<file path="src/rtl/serial_add_ctrl.sv">
// serial_add_ctrl: bit-serial adder reusing one half-adder cell twice per bit position
module half_adder (
    input  logic x_i,
    input  logic y_i,
    output logic s_o,
    output logic c_o
);
    assign s_o = x_i ^ y_i;
    assign c_o = x_i & y_i;
endmodule

module serial_add_ctrl #(
    parameter int WIDTH = 8
) (
    input  logic             clk,
    input  logic             rst,
    input  logic             start,
    input  logic [WIDTH-1:0] a,
    input  logic [WIDTH-1:0] b,
    output logic             busy,
    output logic             done,
    output logic [WIDTH-1:0] sum,
    output logic             c_out
);
    localparam int IW = (WIDTH > 1) ? $clog2(WIDTH) : 1;

    typedef enum logic [1:0] {IDLE, PH1, PH2, DONE} state_t;

    state_t           state_q, state_d;
    logic [WIDTH-1:0] a_sh_q, a_sh_d, b_sh_q, b_sh_d, res_q, res_d, sum_q, sum_d;
    logic [IW-1:0]    idx_q, idx_d;
    logic             s1_q, s1_d, c1_q, c1_d, carry_q, carry_d, c_out_q, c_out_d;
    logic             busy_q, busy_d, done_q, done_d;
    logic             ha_x, ha_y, ha_s, ha_c, last;
    logic [WIDTH:0]   res_sh;

    assign last   = idx_q == IW'(WIDTH - 1);
    assign ha_x   = (state_q == PH1) ? a_sh_q[0] : s1_q;
    assign ha_y   = (state_q == PH1) ? b_sh_q[0] : carry_q;
    assign res_sh = {ha_s, res_q};

    half_adder u_ha (
        .x_i(ha_x),
        .y_i(ha_y),
        .s_o(ha_s),
        .c_o(ha_c)
    );

    // state register
    always_ff @(posedge clk or posedge rst) begin
        if (rst) state_q <= IDLE;
        else     state_q <= state_d;
    end

    // next-state: each bit costs a PH1/PH2 pair, DONE lasts one cycle
    always_comb begin
        state_d = state_q;
        case (state_q)
            IDLE:    state_d = start ? PH1 : IDLE;
            PH1:     state_d = PH2;
            PH2:     state_d = last ? DONE : PH1;
            default: state_d = IDLE;
        endcase
    end

    // handshake outputs are registered from the upcoming state
    always_comb begin
        busy_d = (state_d == PH1) || (state_d == PH2);
        done_d = state_d == DONE;
    end

    // datapath next-state: operand capture, half-adder passes, result shifting
    always_comb begin
        a_sh_d  = a_sh_q;
        b_sh_d  = b_sh_q;
        res_d   = res_q;
        sum_d   = sum_q;
        idx_d   = idx_q;
        s1_d    = s1_q;
        c1_d    = c1_q;
        carry_d = carry_q;
        c_out_d = c_out_q;
        if (state_q == IDLE && start) begin
            a_sh_d  = a;
            b_sh_d  = b;
            carry_d = 1'b0;
            idx_d   = '0;
        end
        if (state_q == PH1) begin
            s1_d = ha_s;
            c1_d = ha_c;
        end
        if (state_q == PH2) begin
            res_d   = res_sh[WIDTH:1];
            carry_d = c1_q | ha_c;
            a_sh_d  = a_sh_q >> 1;
            b_sh_d  = b_sh_q >> 1;
            idx_d   = idx_q + IW'(1);
            sum_d   = last ? res_sh[WIDTH:1] : sum_q;
            c_out_d = last ? (c1_q | ha_c) : c_out_q;
        end
    end

    // datapath and output registers; reset discards any in-flight result
    always_ff @(posedge clk or posedge rst) begin
        if (rst) begin
            a_sh_q  <= '0;
            b_sh_q  <= '0;
            res_q   <= '0;
            sum_q   <= '0;
            idx_q   <= '0;
            s1_q    <= 1'b0;
            c1_q    <= 1'b0;
            carry_q <= 1'b0;
            c_out_q <= 1'b0;
            busy_q  <= 1'b0;
            done_q  <= 1'b0;
        end else begin
            a_sh_q  <= a_sh_d;
            b_sh_q  <= b_sh_d;
            res_q   <= res_d;
            sum_q   <= sum_d;
            idx_q   <= idx_d;
            s1_q    <= s1_d;
            c1_q    <= c1_d;
            carry_q <= carry_d;
            c_out_q <= c_out_d;
            busy_q  <= busy_d;
            done_q  <= done_d;
        end
    end

    assign busy  = busy_q;
    assign done  = done_q;
    assign sum   = sum_q;
    assign c_out = c_out_q;
endmodule

</file>
<file path="config.mk">
export PLATFORM = sky130hd
export DESIGN_NAME = serial_add_ctrl
export DESIGN_NICKNAME = d
export VERILOG_FILES = /design/src/rtl/serial_add_ctrl.sv
export SDC_FILE = /design/constraint.sdc
export NUM_CORES = 1
export LEC_CHECK = 0
export BUFFER_PORTS_ARGS = -buffer_cell sky130_fd_sc_hd__buf_2
export CORE_UTILIZATION = 40
export CTS_BUF_LIST = sky130_fd_sc_hd__clkbuf_8
export CTS_CLUSTER_DIAMETER = 100
export CTS_CLUSTER_SIZE = 30
export DETAILED_ROUTE_END_ITERATION = 16
export HOLD_SLACK_MARGIN = 0.08
export SLEW_MARGIN = 30
export SYNTH_ARGS = -nofsm -noshare
export SYNTH_HDL_FRONTEND = slang
export SYNTH_SLANG_ARGS = --single-unit
</file>
<file path="constraint.sdc">
create_clock -name clk -period 4.72 [get_ports clk]
set_input_delay 0.236 -clock clk [delete_from_list [all_inputs] [get_ports clk]]
set_output_delay 0.236 -clock clk [all_outputs]
set_load 0.01 [all_outputs]
</file>
==> qor.txt, run 1 <==
status -> finished clean
layout cells sized above 1 -> 0.483
Clock Power Share -> 0.172
vias per cell -> 5.07
crit-path max FO -> 31
die height -> 74.1 µm
number of enable flip-flop cells after synthesis -> 0
initial core utilization -> 0.427
RSZ-0062 raised after global routing -> false
switching pwr -> 0.000519 W
DR WL/cell -> 14.8 µm
Cell Count, Final, Fillers Out -> 243
area post-placement -> 2210 µm²
M3 GR Usage -> 0.0379
ant diodes -> 0
WHS Path Cells -> 2
Hold Crit Endpoint -> b_sh_q[7]
Max Slew Vio Count -> 0
synthesized flop and latch total -> 42
Total GRT Usage -> 0.153
Post-Syn Nets -> 170
Routed Wire Length -> 3590 µm
RR Startpoint -> state_q[0]
detailed-route via count -> 1,232
# nets final -> 198
H-tree lvl count -> 2
worst min path class -> input pin to flip-flop
Synth Area per Inst -> 14.2 µm²
switch share -> 0.368
Int Pwr -> 0.000893 W
final setup vio count -> 0
post_cts resized -> 0
DR iter-0 viols -> 100
Synth top area share -> 0.505
Tcrit/Tclk final -> 0.450
Async S/R FF share, synth -> 1.00
Cells after DPL -> 234
Worst Skew -> 0.00757 ns
Worst-path clk slew -> 0.09 ns
WP data required -> 4.91 ns
gp weighted congestion -> 0.702
initial antenna violation count -> 0
area grow syn2layout -> 11.1%
PwrDens -> 611 nW/µm²
Gate power share -> 0.393
Slew headroom -> 0.523
GR Util met1 -> 0.178
Die X -> 74.1 µm
CTS Sinks -> 42
Commonest cells post-synth -> 42 x dfrtp_1, 16 x inv_1, 14 x nor2_1
post-route cell area -> 2310 µm²
flop-to-flop setup slack -> 2.60 ns
vias in the first global route -> 1,294
Clock Tree Root -> clkbuf_8
Buffers on Ports -> 29
Max Cap Viol -> 0
Leakage -> 1.13 nW
final worst slack -> 2.60 ns
Setup crit end kind -> flip-flop
GRT overflow -> 0
YS warnings -> 0
clock latency on the worst-skew pair -> 0.30 ns
die area -> 5500 µm²
maximum VDD drop -> 0.228 mV
CTS tree -> yes
largest net degree at the start of global routing -> 43
total power -> 0.00141 W
grt met2 use -> 0.255
cts hold-fix bufs -> 1
Yosys top cell by area -> dfrtp_1
R2R Path End -> c_out
row count -> 25
Synth Flop Type -> dfrtp_1
first-pass GRT wire length -> 6010 µm
Synth cell types -> 23
TNS Setup -> 0 ns
Worst Tran Pin Value -> 0.713 ns
Final min period -> 2.12 ns
final-report hold violation count -> 0
post-place setup slack -> 2.63 ns
global routing's busiest layer -> met2
antenna viol nets, final -> 0
fmax -> 0.471 GHz
Pre-Repair DR Iteration Count -> 4
DRC -> 0
count leader, synth -> dfrtp_1
hold_sp -> b[7]
critical path arrival -> 2.31 ns
CP startpoint kind -> flip-flop
IO Pins -> 30
post-synthesis instance total -> 147
Area contributors post-synth -> dfrtp_1 50%, a221oi_2 9.4%, mux2_4 6.5%
register area share after synthesis -> 0.505
post-detail-place hpwl -> 2290 µm
reg2reg path depth -> 5
core area -> 4880 µm²
Mapped Area -> 2080 µm²
Seq pwr share -> 0.435
Max clock buf depth -> 2
critical path class -> flip-flop to flip-flop
Num CTS Buffers -> 5
Post-CTS Setup Bufs -> 0
==> per-layer routing <==
metal  vias up  part of all wire
met2        31              0.49
met4         0             0.022
met3         8             0.039
met5         -                 0
met1       606              0.45
li1        587                 -
==> metrics by stage <==
step / hold slack [ns] / util
floorplan: 0.406 / -
global placement: 0.389 / 0.452
detailed placement: 0.407 / 0.453
CTS: 0.184 / 0.474
global route: 0.189 / 0.474
finish: 0.197 / 0.474
==> cells by family (layout without fill, tap and decap cells) <==
| group | count (synthesis) | in the layout | synth area share |
|---|---|---|---|
| flip-flops | 42 | 42 | 0.505 |
| AO/OA/AOI/OAI | 20 | 20 | 0.130 |
| adder cells (fa/ha/maj) | 4 | 4 | 0.0240 |
| buffers and inverters | 27 | 56 | 0.0859 |
| multiplexers | 21 | 21 | 0.130 |
| AND/OR/NAND/NOR | 33 | 33 | 0.126 |
==> how the worst max path moves through the flow <==
stage,start,endpoint,slack (ns),cells after the start
after global routing,state_q[0],c_out,2.51,5
after detailed placement,state_q[0],c_out,2.63,5
after floorplan,state_q[1],c_out,2.82,6
final,state_q[0],c_out,2.60,5
after global placement,state_q[0],c_out,2.32,5
after CTS,state_q[0],c_out,2.60,5
==> cell type report <==
| cell class | instances | area (µm²) |
|---|---|---|
| clock buffer | 5 | 68.8 |
| clock inverter | 3 | 25.0 |
| fill | 465 | 2570 |
| inverter | 16 | 60.1 |
| multi-input combinational | 78 | 852 |
| sequential | 42 | 1050 |
| tap | 67 | 83.8 |
| timing repair buffer | 32 | 170 |
==> critical path, stage by stage, from the launching register on <==
cell and delay, ns:
dfrtp_2 0.80, nand2b_4 0.13, mux2_2 0.30, ha_1 0.21
or2_2 0.30, mux2_4 0.26
==> sequential cells by signal, indices dropped and copies added, names as in the netlist <==
name and count:
sum 8, idx_q 3, s1_q 1, c_out 1, res_q 7, b_sh_q 8
busy 1, state_q 2, c1_q 1, done 1, carry_q 1, a_sh_q 8
==> layout by cell type (no fill, tap or decap), drive strengths merged <==
cell and instances:
a221oi 13, clkinvlp 1, a222oi 1, nor4b 13, inv 17, nand2 1, nand3b 1, a22o 3
dfrtp 42, clkbuf 5, o21bai 1, dlygate4sd3 1, clkinv 1, mux2 21, or2 1, a32o 2
ha 4, nor2 14, nor2b 2, nand2b 1, buf 31
==> power groups by stage <==
stage          registers [W]  clock network, W  logic (W)
2_1_floorplan       0.000584                 0   0.000538
3_3_place_gp        0.000613                 0   0.000536
3_5_place_dp        0.000622                 0   0.000563
4_1_cts             0.000616          0.000258   0.000565
5_1_grt             0.000637          0.000270   0.000616
6_report            0.000614          0.000243   0.000554
Power figures use the tool's default switching activity.
==> run 2: changes to the inputs <==
- clock period: 4.72 -> 2 ns (I/O delays scaled with it)
==> qor.txt, run 2 (synthesized netlist as in run 1, its figures left out) <==
Gate power share -> 0.424
die height -> 74.1 µm
DR iter-0 viols -> 39
initial antenna violation count -> 0
DR WL/cell -> 14.0 µm
CP startpoint kind -> flip-flop
delay-heaviest family, CP -> multiplexers
detailed-route via count -> 1,259
Int Pwr -> 0.00216 W
core area -> 4880 µm²
fmax -> 0.572 GHz
commonest non-fill, non-tap cell in the layout -> dfrtp_1
PwrDens -> 1420 nW/µm²
DRC -> 0
vias in the first global route -> 1,297
Worst-path clk slew -> 0.08 ns
met3 WL -> 132 µm
Pre-Repair DR Iteration Count -> 4
Critical path buffers and inverters -> 0
initial core utilization -> 0.427
M1 WL -> 1490 µm
Leakage -> 1.15 nW
RR Startpoint -> state_q[0]
status -> finished clean
# nets final -> 203
Worst Tran Pin Value -> 0.517 ns
crit-path max FO -> 5
critical path arrival -> 1.92 ns
Slew headroom -> 0.655
Routed Wire Length -> 3460 µm
Setup crit end kind -> flip-flop
Max Cap Viol -> 0
WP data required -> 2.17 ns
Post-CTS Setup Bufs -> 0
Cells after DPL -> 237
Total GRT Usage -> 0.145
flop-to-flop setup slack -> 0.25 ns
Clock Tree Root -> clkbuf_8
H-tree lvl count -> 2
first-pass GRT wire length -> 5910 µm
switch share -> 0.355
CTS tree -> yes
die area -> 5500 µm²
cells along the critical path -> nand2b_4 -> mux2_2 -> ha_1 -> or2_2 -> mux2_4
final setup vio count -> 0
Hold Crit Endpoint -> a_sh_q[2]
fillers -> 465
RSZ-0062 raised after global routing -> false
post-detail-place hpwl -> 2370 µm
Clock Power Share -> 0.166
vias per cell -> 5.08
IO Pins -> 30
longest individual stage delay on the worst path -> 0.41 ns
Tcrit/Tclk final -> 0.875
CTS Sinks -> 42
CP Depth -> 5
gp weighted congestion -> 0.689
ant diodes -> 0
Highest Signal Layer -> met4
TNS Setup -> 0 ns
Final min period -> 1.75 ns
layout cells sized above 1 -> 0.481
WHS Path Cells -> 3
worst min path class -> input pin to flip-flop
clock latency on the worst-skew pair -> 0.28 ns
Die X -> 74.1 µm
Seq pwr share -> 0.410
R2R Path End -> c_out
antenna viol nets, final -> 0
slowest CP cell -> dfrtp_1
row count -> 25
CP Launch Point -> state_q[0]
hold_sp -> a[2]
GRT overflow -> 0
Cell Count, Final, Fillers Out -> 248
Max clock buf depth -> 2
largest net degree at the start of global routing -> 43
Max Slew Vio Count -> 0
Buffers on Ports -> 29
reg2reg path depth -> 5
final hold slack -> 0.149 ns
switching pwr -> 0.00119 W
final-report hold violation count -> 0
Num CTS Buffers -> 5
Worst Skew -> 0.00572 ns
area grow syn2layout -> 13.1%
critical path class -> flip-flop to flip-flop
maximum VDD drop -> 0.602 mV
total power -> 0.00334 W
most frequent cells in the layout -> 42 x dfrtp_1, 29 x buf_2, 16 x inv_1
metal2 WL -> 1810 µm
run 2: cell types whose count changed in the layout (fill, tap and decap cells not counted):
cell / change
buf_4: +3
dlygate4sd3_1: +2
clkbuf_8: +1
clkinv_2: +1
clkinv_4: -1
dfrtp_1: +1
dfrtp_2: -1
inv_6: -1
run 2: worst max-delay path by stage:
| stage | slack (ns) | end |
|---|---|---|
| after floorplan | 0.1 | c_out |
| after global placement | 0.31 | c_out |
| after detailed placement | 0.26 | c_out |
| after CTS | 0.25 | c_out |
| after global routing | 0.20 | c_out |
| final | 0.25 | c_out |
run 2: timing repair:
item | CTS | global route
resized for setup | 0 | 0
hold buffers | 3 | 0
hold endpoints to repair | 44 | 0
run 2: power by group through the flow:
stage | clock, W | sequential [W] | combinational (W)
global route | 0.000625 | 0.00142 | 0.00157
global placement | 0 | 0.00137 | 0.00138
finish | 0.000556 | 0.00137 | 0.00142
floorplan | 0 | 0.00138 | 0.00127
detailed placement | 0 | 0.00139 | 0.00144
CTS | 0.000580 | 0.00137 | 0.00145
run 2: final cells by class:
cell class                      count  area [µm²]  share of cell area
Clock buffer                        6        82.6              0.0351
Tap cell                           67        83.8              0.0356
Timing Repair Buffer               37         213              0.0903
Multi-Input combinational cell     78         852               0.362
Clock inverter                      2        12.5             0.00531
Sequential cell                    42        1050               0.446
Inverter                           16        60.1              0.0255
run 2: stage by stage:
step | cell area, µm² | setup WS (ns) | utilization
after floorplan | 2080 | 0.0979 | -
after global placement | 2230 | 0.307 | 0.457
after detailed placement | 2230 | 0.259 | 0.457
after CTS | 2350 | 0.251 | 0.483
after global routing | 2350 | 0.202 | 0.483
final | 2350 | 0.251 | 0.483
run 2: tightest hold or removal path: stages:
cell,delay (ns)
buf_2,0.07
nor4b_1,0.04
a221oi_2,0.16
run 2: layer usage:
layer  GRT usage  vias up
met3      0.0379        2
met2       0.251       28
li1            -      597
met1       0.178      632
met4      0.0449        0
met5           0        -
==> run 3: changes to the inputs <==
- CELL_PAD_IN_SITES_DETAIL_PLACEMENT: not set -> 0
- CELL_PAD_IN_SITES_GLOBAL_PLACEMENT: not set -> 1
- CORE_ASPECT_RATIO: not set -> 1.75
- PLACE_DENSITY_LB_ADDON: not set -> 0.1
==> qor.txt, run 3 (synthesized netlist as in run 1, its figures left out) <==
Setup crit end kind -> flip-flop
Reg area -> 1050 µm²
WP data required -> 2.18 ns
Tcrit/Tclk final -> 0.872
antenna viol nets, final -> 0
final setup vio count -> 0
CP startpoint kind -> flip-flop
CTS tree -> yes
first-pass GRT wire length -> 6520 µm
reg2reg path depth -> 5
cells along the critical path -> nand2b_4 -> mux2_2 -> ha_1 -> or2_2 -> mux2_4
Pre-Repair DR Iteration Count -> 4
final-report hold violation count -> 0
RR Startpoint -> state_q[0]
vias in the first global route -> 1,338
initial core utilization -> 0.418
# nets final -> 204
maximum VDD drop -> 0.769 mV
post_cts resized -> 0
Slew headroom -> 0.638
hold_sp -> a[3]
die height -> 97.4 µm
gp weighted congestion -> 0.709
PwrDens -> 1430 nW/µm²
longest individual stage delay on the worst path -> 0.41 ns
WHS Path Cells -> 3
layout cells sized above 1 -> 0.478
Cells after DPL -> 225
die area -> 5510 µm²
DR iter-0 viols -> 20
core area -> 4980 µm²
row count -> 34
commonest non-fill, non-tap cell in the layout -> dfrtp_1
Final min period -> 1.74 ns
critical path arrival -> 1.92 ns
Worst-path clk slew -> 0.08 ns
crit-path max FO -> 5
clock latency on the worst-skew pair -> 0.29 ns
delay-heaviest family, CP -> multiplexers
Clock Tree Root -> clkbuf_8
CP Launch Point -> state_q[0]
most frequent cells in the layout -> 42 x dfrtp_1, 29 x buf_2, 17 x inv_1
area of the multi-input gates -> 852 µm²
Num CTS Buffers -> 5
initial antenna violation count -> 0
DRC -> 0
Cell Count, Final, Fillers Out -> 236
TNS Setup -> 0 ns
CTS Sinks -> 42
status -> finished clean
fillers -> 485
CP Depth -> 5
IO Pins -> 30
Worst Skew -> 0.00395 ns
Die X -> 56.5 µm
largest net degree at the start of global routing -> 43
H-tree lvl count -> 2
critical path class -> flip-flop to flip-flop
DR WL/cell -> 15.1 µm
worst min path class -> input pin to flip-flop
slowest CP cell -> dfrtp_1
Max Cap Viol -> 0
Critical path buffers and inverters -> 0
Total GRT Usage -> 0.151
Buffers on Ports -> 29
Leakage -> 1.16 nW
Max Slew Vio Count -> 0
fmax -> 0.573 GHz
post-detail-place hpwl -> 2400 µm
area grow syn2layout -> 12.5%
ant diodes -> 0
Routed Wire Length -> 3570 µm
Max clock buf depth -> 2
vias per cell -> 5.27
detailed-route via count -> 1,244
Worst Tran Pin Value -> 0.543 ns
RSZ-0062 raised after global routing -> false
GRT overflow -> 0
[run 3: power breakdown]
part	switching, W	internal, W	leakage (nW)
clock network	0.000282	0.000273	0.0524
registers	0.000180	0.00119	0.513
logic	0.000729	0.000687	0.595
[run 3: worst paths after layout]
| path | to | slack (ns) |
|---|---|---|
| setup / recovery | c_out | 0.26 |
| hold / removal | a_sh_q[3] | 0.13 |
| setup reg to reg | c_out | 0.26 |
| hold reg to reg | a_sh_q[7] | 0.50 |
| max in group asynchronous | state_q[1] | 1.15 |
| min in group asynchronous | b_sh_q[3] | 0.47 |
[run 3: metrics by stage]
stage	hold WS [ns]	setup slack [ns]	area [µm²]	utilization	total power, W
6_report	0.130	0.256	2340	0.471	0.00334
5_1_grt	0.146	0.190	2340	0.471	0.00363
4_1_cts	0.122	0.245	2340	0.471	0.00340
3_5_place_dp	0.266	0.255	2220	0.446	0.00283
3_3_place_gp	0.260	0.297	2220	0.446	0.00278
2_1_floorplan	0.270	0.0979	2080	-	0.00265
[run 3: timing repair]
item	CTS	global route
buffers inserted	0	0
endpoints found under the hold margin	44	0
hold buffers	3	0
endpoints found under the setup margin	0	0
[run 3: cell type report]
cell class,count,share of cell area
clock inverter,2,0.00374
multi-input combinational,78,0.364
sequential,42,0.449
tap,54,0.0288
inverter,16,0.0256
timing repair buffer,38,0.0940
clock buffer,6,0.0353
[run 3: routing by layer]
| layer | vias to the layer above | track usage | share of wire | wire length (µm) |
|---|---|---|---|---|
| li1 | 592 | - | - | - |
| met1 | 617 | 0.194 | 0.44 | 1590 |
| met2 | 29 | 0.243 | 0.50 | 1780 |
| met5 | - | 0 | 0 | 0 |
| met4 | 0 | 0.0563 | 0.017 | 61 |
| met3 | 6 | 0.0373 | 0.039 | 138 |
[run 3: tightest hold or removal path, delay by kind of cell]
| kind | cells | cell delay (ns) |
|---|---|---|
| AND/OR/NAND/NOR | 1 | 0.04 |
| AO/OA/AOI/OAI | 1 | 0.15 |
| buffers and inverters | 1 | 0.07 |
